--- config.mk ---
export PLATFORM = sky130hd
export DESIGN_NAME = spi_slave_shifter
export DESIGN_NICKNAME = d
export VERILOG_FILES = /design/src/rtl/spi_slave_shifter.sv
export SDC_FILE = /design/constraint.sdc
export NUM_CORES = 1
export LEC_CHECK = 0
export ABC_AREA = 1
export CORE_AREA = 2 2 70 72
export CTS_CLUSTER_SIZE = 12
export DETAILED_ROUTE_END_ITERATION = 12
export DIE_AREA = 0 0 72 74
export HOLD_SLACK_MARGIN = 0.15
export PLACE_DENSITY = 0.65
export REMOVE_ABC_BUFFERS = 1
export SYNTH_ARGS = -nofsm -noshare
export SYNTH_HDL_FRONTEND = slang
export SYNTH_SLANG_ARGS = --single-unit
--- constraint.sdc ---
create_clock -name clk -period 1.9 [get_ports clk]
set_input_delay 0.19 -clock clk [delete_from_list [all_inputs] [get_ports clk]]
set_output_delay 0.19 -clock clk [all_outputs]
set_load 0.01 [all_outputs]
--- src/rtl/spi_slave_shifter.sv ---
// SPI mode-0 slave front end: pin synchronisers, SCLK/CS edge detection,
// MOSI deserialiser, MISO serialiser with one-word holding buffer.
//
// Ports:
//   clk, reset_n           system clock, async active-low reset
//   sclk_pin, cs_n_pin,
//   mosi_pin               raw SPI pins from the master
//   tx_data/tx_valid/
//   tx_ready               holding-buffer write handshake
//   rx_data/rx_valid       last completed word and its update pulse
//   miso_bit/miso_we       data and write enable for the external MISO flop
//   tx_underrun            word started with an empty holding buffer
//   busy                   synchronised chip select is asserted

module spi_slave_shifter #(
    parameter int WIDTH       = 8,
    parameter int SYNC_STAGES = 2
) (
    input  logic             clk,
    input  logic             reset_n,
    input  logic             sclk_pin,
    input  logic             cs_n_pin,
    input  logic             mosi_pin,
    input  logic [WIDTH-1:0] tx_data,
    input  logic             tx_valid,
    output logic             tx_ready,
    output logic [WIDTH-1:0] rx_data,
    output logic             rx_valid,
    output logic             miso_bit,
    output logic             miso_we,
    output logic             tx_underrun,
    output logic             busy
);

    localparam int CW = (WIDTH > 2) ? $clog2(WIDTH) : 1;
    localparam logic [CW-1:0] LAST = CW'(WIDTH - 1);

    typedef enum logic {
        IDLE,
        ACTIVE
    } state_t;

    logic [SYNC_STAGES-1:0] r_sclk_sync;
    logic [SYNC_STAGES-1:0] r_cs_sync;
    logic [SYNC_STAGES-1:0] r_mosi_sync;
    logic                   r_sclk_hist;
    logic                   r_cs_hist;

    state_t                 r_state;
    logic [WIDTH-1:0]       r_shift;
    logic [CW-1:0]          r_bit_cnt;
    logic                   r_word_done;
    logic [WIDTH-1:0]       r_buf;
    logic                   r_buf_full;
    logic                   r_tx_ready;
    logic [WIDTH-1:0]       r_rx_data;
    logic                   r_rx_valid;
    logic                   r_miso_we;
    logic                   r_tx_underrun;
    logic                   r_busy;

    logic                   w_sclk_s;
    logic                   w_cs_s;
    logic                   w_mosi_s;
    logic                   w_sclk_rise;
    logic                   w_sclk_fall;
    logic                   w_cs_fall;
    logic                   w_cs_rise;
    logic                   w_start;
    logic                   w_accept;
    logic                   w_drain;
    logic [WIDTH-1:0]       w_shift_in;

    assign w_sclk_s    = r_sclk_sync[SYNC_STAGES-1];
    assign w_cs_s      = r_cs_sync[SYNC_STAGES-1];
    assign w_mosi_s    = r_mosi_sync[SYNC_STAGES-1];
    assign w_sclk_rise =  w_sclk_s & ~r_sclk_hist;
    assign w_sclk_fall = ~w_sclk_s &  r_sclk_hist;
    assign w_cs_fall   = ~w_cs_s   &  r_cs_hist;
    assign w_cs_rise   =  w_cs_s   & ~r_cs_hist;
    assign w_shift_in  = {r_shift[WIDTH-2:0], w_mosi_s};

    // A word starts on CS assertion, or on the first falling SCLK edge
    // after a completed word while CS stays low.
    assign w_start  = ((r_state == IDLE) && w_cs_fall) ||
                      ((r_state == ACTIVE) && !w_cs_rise &&
                       !w_sclk_rise && w_sclk_fall && r_word_done);
    assign w_accept = tx_valid && r_tx_ready;
    assign w_drain  = w_start && r_buf_full;

    always_ff @(posedge clk or negedge reset_n) begin
        if (!reset_n) begin
            r_sclk_sync <= '0;
            r_cs_sync   <= '1;
            r_mosi_sync <= '0;
            r_sclk_hist <= 1'b0;
            r_cs_hist   <= 1'b1;
        end else begin
            r_sclk_sync <= {r_sclk_sync[SYNC_STAGES-2:0], sclk_pin};
            r_cs_sync   <= {r_cs_sync[SYNC_STAGES-2:0], cs_n_pin};
            r_mosi_sync <= {r_mosi_sync[SYNC_STAGES-2:0], mosi_pin};
            r_sclk_hist <= w_sclk_s;
            r_cs_hist   <= w_cs_s;
        end
    end

    always_ff @(posedge clk or negedge reset_n) begin
        if (!reset_n) begin
            r_state       <= IDLE;
            r_shift       <= '0;
            r_bit_cnt     <= '0;
            r_word_done   <= 1'b0;
            r_buf         <= '0;
            r_buf_full    <= 1'b0;
            r_tx_ready    <= 1'b1;
            r_rx_data     <= '0;
            r_rx_valid    <= 1'b0;
            r_miso_we     <= 1'b0;
            r_tx_underrun <= 1'b0;
            r_busy        <= 1'b0;
        end else begin
            r_rx_valid    <= 1'b0;
            r_miso_we     <= 1'b0;
            r_tx_underrun <= 1'b0;

            // Accept and drain are exclusive: accept needs an empty
            // buffer, drain needs a full one.
            if (w_accept) begin
                r_buf      <= tx_data;
                r_buf_full <= 1'b1;
                r_tx_ready <= 1'b0;
            end else if (w_drain) begin
                r_buf_full <= 1'b0;
                r_tx_ready <= 1'b1;
            end

            unique case (r_state)
                IDLE: begin
                    if (w_cs_fall) begin
                        r_state     <= ACTIVE;
                        r_busy      <= 1'b1;
                        r_bit_cnt   <= '0;
                        r_word_done <= 1'b0;
                    end
                end
                ACTIVE: begin
                    if (w_cs_rise) begin
                        r_state     <= IDLE;
                        r_busy      <= 1'b0;
                        r_bit_cnt   <= '0;
                        r_word_done <= 1'b0;
                    end else if (w_sclk_rise) begin
                        r_shift <= w_shift_in;
                        if (r_bit_cnt == LAST) begin
                            r_rx_data   <= w_shift_in;
                            r_rx_valid  <= 1'b1;
                            r_bit_cnt   <= '0;
                            r_word_done <= 1'b1;
                        end else begin
                            r_bit_cnt <= r_bit_cnt + 1'b1;
                        end
                    end else if (w_sclk_fall && !r_word_done) begin
                        r_miso_we <= 1'b1;
                    end
                end
                default: r_state <= IDLE;
            endcase

            if (w_start) begin
                r_shift       <= r_buf_full ? r_buf : '0;
                r_tx_underrun <= ~r_buf_full;
                r_miso_we     <= 1'b1;
                r_word_done   <= 1'b0;
            end
        end
    end

    assign tx_ready    = r_tx_ready;
    assign rx_data     = r_rx_data;
    assign rx_valid    = r_rx_valid;
    assign miso_bit    = r_shift[WIDTH-1];
    assign miso_we     = r_miso_we;
    assign tx_underrun = r_tx_underrun;
    assign busy        = r_busy;

endmodule

==> results.md, run 1 <==
- Status: complete, no violations
- Wire per inst: 9.90 µm
- Via-to-Cell Ratio: 4.35
- Internal: 1680 µW
- Vias: 1,315
- Max-slew violation count: 0
- Met2 Use GR: between 10% and 20%
- Residual DRC: 0
- Worst setup path class: register to register
- Mux cell area share after synthesis: 0%
- Area grow syn2layout: 23.9%
- Post-synthesis adder-cell area fraction: 1.36%
- Die X: 72 µm
- Met3 usage: 4.34%
- Final setup vio count: 0
- Post-Route Setup TNS: 0 ps
- Worst Path Required: about 2100 ps
- Total leakage power: 0.00128 µW
- CTS Buffer Depth: 2
- Register share of total power: 52.8%
- Max stage delay on crit path: 540 ps
- Starting DRT DRC Count: 61
- First-pass GRT wire length: 5.42 mm
- Critical Path End Type: register
- Critical path arrival: 1850 ps
- Worst-skew pair later-pin latency: 300 ps
- Layout cells sized above 1: 11.7%
- Worst Reg2Reg Path Length in Cells: 8
- Clk root buf: clkbuf_8
- Post-layout min period: 1630 ps
- Row count: 25
- Comb pwr share: 22.9%
- Number of filler cells placed in the layout: 463
- Crit-path cells: inv_2 -> nand2_2 -> nand2_4 -> o21ai_4 -> inv_1 -> nand2_1 -> nand2_1 -> nand2_1
- Internal reg-to-reg setup slack: approximately 270 ps
- Period utilisation layout: 85.7%
- Postcts setup bufs: 0
- Total Routing Usage GR: between 10% and 20%
- Sw frac: roughly 31%
- ANT cells: 0
- Slowest CP cell: dfstp_2
- Synth Area in Compound Gates: 2.04%
- Post-synthesis cell type count: 23
- Clock network power share: 24.3%
- Core area: 4600 µm²
- Initial Util: 40.0%
- Max_slew headroom: 68.1%
- Die Height: 74 µm
- Syn. warnings: 0
- Hold slack: 293 ps
- Post-DP HPWL: 2.23 mm
- Cell mode on critical path: nand2_1
- Grt met1 use: 17.7%
- Fraction of registers with async set/reset: 100%
- Antenna-violating nets left: 0
- DRT Pass-1 Iters: 4
- CTS tree: built
- Actual slew at the worst max-slew pin: approximately 480 ps
- Final GP Congestion: 0.732
- Initial antenna violation count: 0
- Min-delay worst type: input port to register
- HP Start: cs_n_pin
- Mapped Cells: 213
- Clk_skew: 13.5 ps
- Largest family of logic cells by synthesized area: simple AND/OR/NAND/NOR gates
- IO buf count: 27
- RSZ-0062 raised after global routing: false
- Simple-gate portion of the synthesized area: 32.3%
- CTS clk-pin slew, worst paths: 80 ps
- CP Launch Type: register
- Vias in the first global route: about 1,200
- Ports: 28
- Post-synthesis sequential area ratio: 58.8%
- RR Endpoint: r_shift[3]$_DFFE_PN0P_
- Hold Fails Final Rpt: 0
- CP Max Fanout: 11
- H-tree depth: 2
- Synth Area in XOR/XNOR: 0%
- Syn avg cell area: 8.64 µm²
- P_sw: between 700 and 800 µW
- VDD IR max: 0.513 mV
- Max frequency: around 610 MHz
- CTS sink count: 43
- Worst Hold Path EP: r_cs_sync[0]$_DFF_PN1_
- Die Footprint: approximately 5300 µm²
- Number of synthesized register bits: 43
- Post-synth EDFFs: 0
- R2R Path Start: r_cs_hist$_DFF_PN1_
- Mapped cell area: 1840 µm²
- Total Wirelength: 2.99 mm
- Hold Path Depth: 1
- Grt ovf: 0
- Largest net degree at the start of global routing: 24
- Maxcap violations: 0
- Cts bufs inserted: 5
- Nets: 263
- Gr busiest metal: met2
- Power density cells: 1070 nW/µm²
- Top_reg_cell synth: dfrtp_1
[repair_timing]
| action | CTS | global route |
|---|---|---|
| setup endpoints to repair | 0 | 7 |
| hold buffers | 1 | 0 |
| hold endpoints to repair | 18 | 0 |
| gates resized for setup | 0 | 1 |
[layer usage]
metal	vias up	share of wire (%)
met5	-	0
met4	0	2.3
met3	6	4.2
met2	31	40
met1	567	53
li1	711	-
[worst max path at each step]
stage / from / end / slack [ps]
floorplan: r_cs_hist$_DFF_PN1_ / r_shift[0]$_DFFE_PN0P_ / 380
global route: r_cs_hist$_DFF_PN1_ / r_shift[7]$_DFFE_PN0P_ / 120
detailed placement: r_cs_hist$_DFF_PN1_ / r_shift[0]$_DFFE_PN0P_ / 180
global placement: r_cs_hist$_DFF_PN1_ / r_shift[7]$_DFFE_PN0P_ / 260
CTS: r_cs_hist$_DFF_PN1_ / r_shift[3]$_DFFE_PN0P_ / 140
finish: r_cs_hist$_DFF_PN1_ / r_shift[3]$_DFFE_PN0P_ / 270
[cells in the final DEF (no fill, tap or decap), types with 2 or more instances in the layout]
cell type        count
nand2_2              3
inv_1               14
ha_1                 2
dfrtp_1             39
nor2_8               2
buf_4                2
clkdlybuf4s50_1     26
nand2_1            116
nor2_1               3
nand3_1             12
clkbuf_8             6
inv_2                5
dfstp_2              4
[Yosys cell counts, types with 2 or more instances]
library cell	number	share of area, %
dfrtp_1	39	53
dfstp_2	4	5.7
ha_1	2	1.4
inv_1	14	2.9
nor2_8	2	2.2
nand2_1	116	24
nand2_2	3	1.0
inv_2	5	1.0
nor2_1	3	0.61
nand3_1	12	3.3
[power by group through the flow]
| stage | registers, µW | clock network, µW | logic [µW] |
|---|---|---|---|
| floorplan | 1280 | 0 | 372 |
| global placement | 1310 | 0 | 553 |
| detailed placement | 1310 | 0 | 559 |
| CTS | 1290 | 609 | 563 |
| global route | 1330 | 644 | 665 |
| finish | 1290 | 593 | 559 |
[critical path, delay by kind of cell, from the launching register on]
kind | cells | cell delay, ps
buf+inv | 2 | 160
flops | 1 | 540
simple gates | 5 | 550
compound gates | 1 | 300
[flip-flops by register name, indices dropped and copies added (netlist names), 2 cells and up]
| name | cells |
|---|---|
| r_shift | 8 |
| r_buf | 8 |
| r_cs_sync | 2 |
| r_mosi_sync | 2 |
| rx_data | 8 |
| r_sclk_sync | 2 |
| r_bit_cnt | 3 |
[logic make-up after synthesis]
logic type,Yosys count
buffers and inverters,24
and+or+nand+nor,139
DFF,43
adders and majority gates,2
AOI/OAI and AO/OA,5
[layout make-up]
| type | count | area (µm²) | area share, % |
|---|---|---|---|
| flip-flops and latches | 43 | 1080 | 47.4 |
| multi-input cells | 146 | 664 | 29.1 |
| repair buffers | 30 | 290 | 12.7 |
| clock buffers | 7 | 86.3 | 3.79 |
| inverters | 21 | 81.3 | 3.57 |
| well taps | 54 | 67.6 | 2.96 |
| clock inverters | 1 | 8.76 | 0.384 |
[stage by stage]
stage	worst slack (ps)	total power, µW	util (%)	cell area [µm²]	cells
6_report	272	2440	49.6	2280	302
5_1_grt	115	2640	49.6	2280	302
4_1_cts	142	2470	49.4	2270	302
3_5_place_dp	175	1870	47.1	2170	293
3_3_place_gp	257	1860	47.1	2170	293
2_1_floorplan	379	1660	-	1820	210
Note: power is estimated with default switching activity, not from simulation.
==> run 2, diff against run 1 <==
ABC_AREA = default   (was 1)
CORE_AREA = 2 2 73 75   (was 2 2 70 72)
DIE_AREA = 0 0 75 77   (was 0 0 72 74)
PLACE_DENSITY = 0.63   (was 0.65)
==> run 2 against run 1 <==
  * Critical path type unchanged
  * Clock skew fell by 6.0 ps
  * First-iteration DRC count grew 41%
  * Sequential cell count is the same
  * Setup slack worse by 140 ps
  * Largest power group unchanged
==> results.md, run 2 <==
- Die Height: just under 80 µm
- Critical path arrival: ~2000 ps
- Postcts setup bufs: 0
- Nets: 190
- Period utilisation layout: roughly 93%
- IO buf count: 27
- Die Footprint: 5780 µm²
- Yosys top cell by area: dfrtp_1
- Clk root buf: clkbuf_8
- Residual DRC: 0
- Post-Route Setup TNS: 0 ps
- Area after DPL: 2300 µm²
- RSZ-0062 raised after global routing: false
- First-pass GRT wire length: 6.21 mm
- Via-to-Cell Ratio: 5.28
- Maxcap violations: 0
- Placed Cells: 236
- CP Launch Type: register
- CTS clk-pin slew, worst paths: around 80 ps
- Syn avg cell area: 13.8 µm²
- Actual slew at the worst max-slew pin: 526 ps
- Post-synthesis sequential area ratio: 54.8%
- Worst Path Required: 2130 ps
- Max_slew headroom: 64.9%
- Final GP Congestion: 0.811
- Ports: 28
- Post-DP HPWL: 2.66 mm
- H-tree depth: 2
- CTS Buffer Depth: 2
- Die X: ~75 µm
- Top cells by area, synth: dfrtp_1 49%, a2bb2oi_2 6.1%, dfstp_2 5.3%
- Post-synthesis cell type count: 37
- Mapped cell area: 1970 µm²
- Final setup vio count: 0
- Starting DRT DRC Count: 86
- Syn. warnings: 0
- Cts bufs inserted: 5
- Design area: roughly 2400 µm²
- Total Routing Usage GR: between 10 and 15%
- Fin worst setup slack: 128 ps
- Status: complete, no violations
- Min-delay worst type: input port to register
- Most frequent cells in the layout: 39 x dfrtp_1, 26 x clkdlybuf4s50_1
- Max-slew violation count: 0
- Worst-skew pair later-pin latency: 300 ps
- DRT Pass-1 Iters: 4
- Row count: 26
- Max frequency: 564 MHz
- Place WS: 146 ps
- Most common cell after layout, fill and taps aside: dfrtp_1
- Fraction of registers with async set/reset: 100%
- Critical Path End Type: register
- Area grow syn2layout: 23.7%
- Antenna-violating nets left: 0
- ANT cells: 0
- Initial Util: 39.6%
- Total Wirelength: 3.59 mm
- Hold Fails Final Rpt: 0
- Top_reg_cell synth: dfrtp_1
- Number of filler cells placed in the layout: ~440
- Vias in the first global route: about 1,300
- Post-synth top area share: just under 50%
- Worst setup path class: register to register
- VDD IR max: 0.501 mV
- Post-synth EDFFs: 0
- Total leakage power: slightly above 0.001 µW
- Power density cells: 1000 nW/µm²
- Largest net degree at the start of global routing: 23
- CTS sink count: 43
- Number of synthesized register bits: 43
- CTS tree: built
- Clk_skew: between 7 and 8 ps
- Mapped Cells: 143
- Grt ovf: 0
- Initial antenna violation count: 0
- Vias: ~1,300
- Layout Cells excl Fill: around 250
- Layout cells sized above 1: 26.3%
- CP Max Fanout: 10
- Wire per inst: 14.7 µm
- Core area: between 4000 and 5000 µm²
- Most common cell in the netlist: dfrtp_1
- Post-layout min period: 1770 ps
- Layout Utilization: 49.0%
[run 2: changes by cell type after synthesis, moves of 8 or more]
cell and change:
mux2_1 +8, nand3_1 -9, mux2_2 +8, o211ai_2 +8, nand2_1 -108, a32oi_1 +8
a2bb2oi_2 +8, inv_1 -11
[run 2: where the power goes]
group          switching (µW)  internal, µW  leakage (µW)
logic                     143           240      0.000433
registers                 156          1070      0.000522
clock network             307           525     0.0000654
total                     607          1840       0.00102
[run 2: worst max-delay path: stages, from the launching register on]
cell,delay [ps]
dfrtp_1,530
and3b_1,370
a31o_1,470
o211ai_2,160
a2bb2oi_2,160
[run 2: logic make-up (layout without fill, tap and decap cells)]
kind of cell               Yosys count  in the layout  synth area share, %
muxes                               17             17                 9.65
adders and majority gates            3              3                 1.78
and+or+nand+nor                     29             29                 9.14
DFF                                 43             43                 54.8
AOI/OAI and AO/OA                   41             41                 20.9
buffers and inverters               10             42                 3.74
[run 2: final timing paths]
| path | startpoint | depth (start not counted) | endpoint | slack, ps |
|---|---|---|---|---|
| worst max register to register | r_state$_DFF_PN0_ | 4 | r_shift[4]$_DFFE_PN0P_ | 130 |
| worst min register to register | r_sclk_sync[0]$_DFF_PN0_ | 0 | r_sclk_sync[1]$_DFF_PN0_ | 350 |
| worst max-delay path | r_state$_DFF_PN0_ | 4 | r_shift[4]$_DFFE_PN0P_ | 130 |
| min in group asynchronous | reset_n | 2 | r_state$_DFF_PN0_ | 400 |
| max in group asynchronous | reset_n | 3 | tx_ready$_DFFE_PN1P_ | 920 |
| worst min-delay path | cs_n_pin | 1 | r_cs_sync[0]$_DFF_PN1_ | 310 |
[run 2: layout make-up]
type                       instances  area (µm²)  area share [%]
clock buffer                       6        72.6            2.97
clock inverter                     2        60.1            2.46
inverter                           3        11.3           0.462
multi-input combinational         90         817            33.5
sequential                        43        1080            44.3
tap                               70        87.6            3.59
timing repair buffer              31         310            12.7
[run 2: through the flow]
step / power (µW) / hold slack [ps]
final: 2450 / 308
after detailed placement: 1640 / 193
after CTS: 2470 / 299
after floorplan: 1470 / -106
after global routing: 2580 / 298
after global placement: 1610 / 185
[run 2: per-layer routing]
metal / global-route usage, % / wire length (µm) / vias up
met5: 0 / 0 / -
met4: 5.36 / 46 / 0
met3: 4.07 / 193 / 6
met2: 20.4 / 1730 / 36
met1: 19.7 / 1620 / 656
li1: - / - / 596
[run 2: what timing repair did]
| item | CTS | global route |
|---|---|---|
| endpoints found under the setup margin | 0 | 0 |
| endpoints found under the hold margin | 20 | 0 |
| hold buffers | 1 | 0 |
| resized for setup | 0 | 0 |
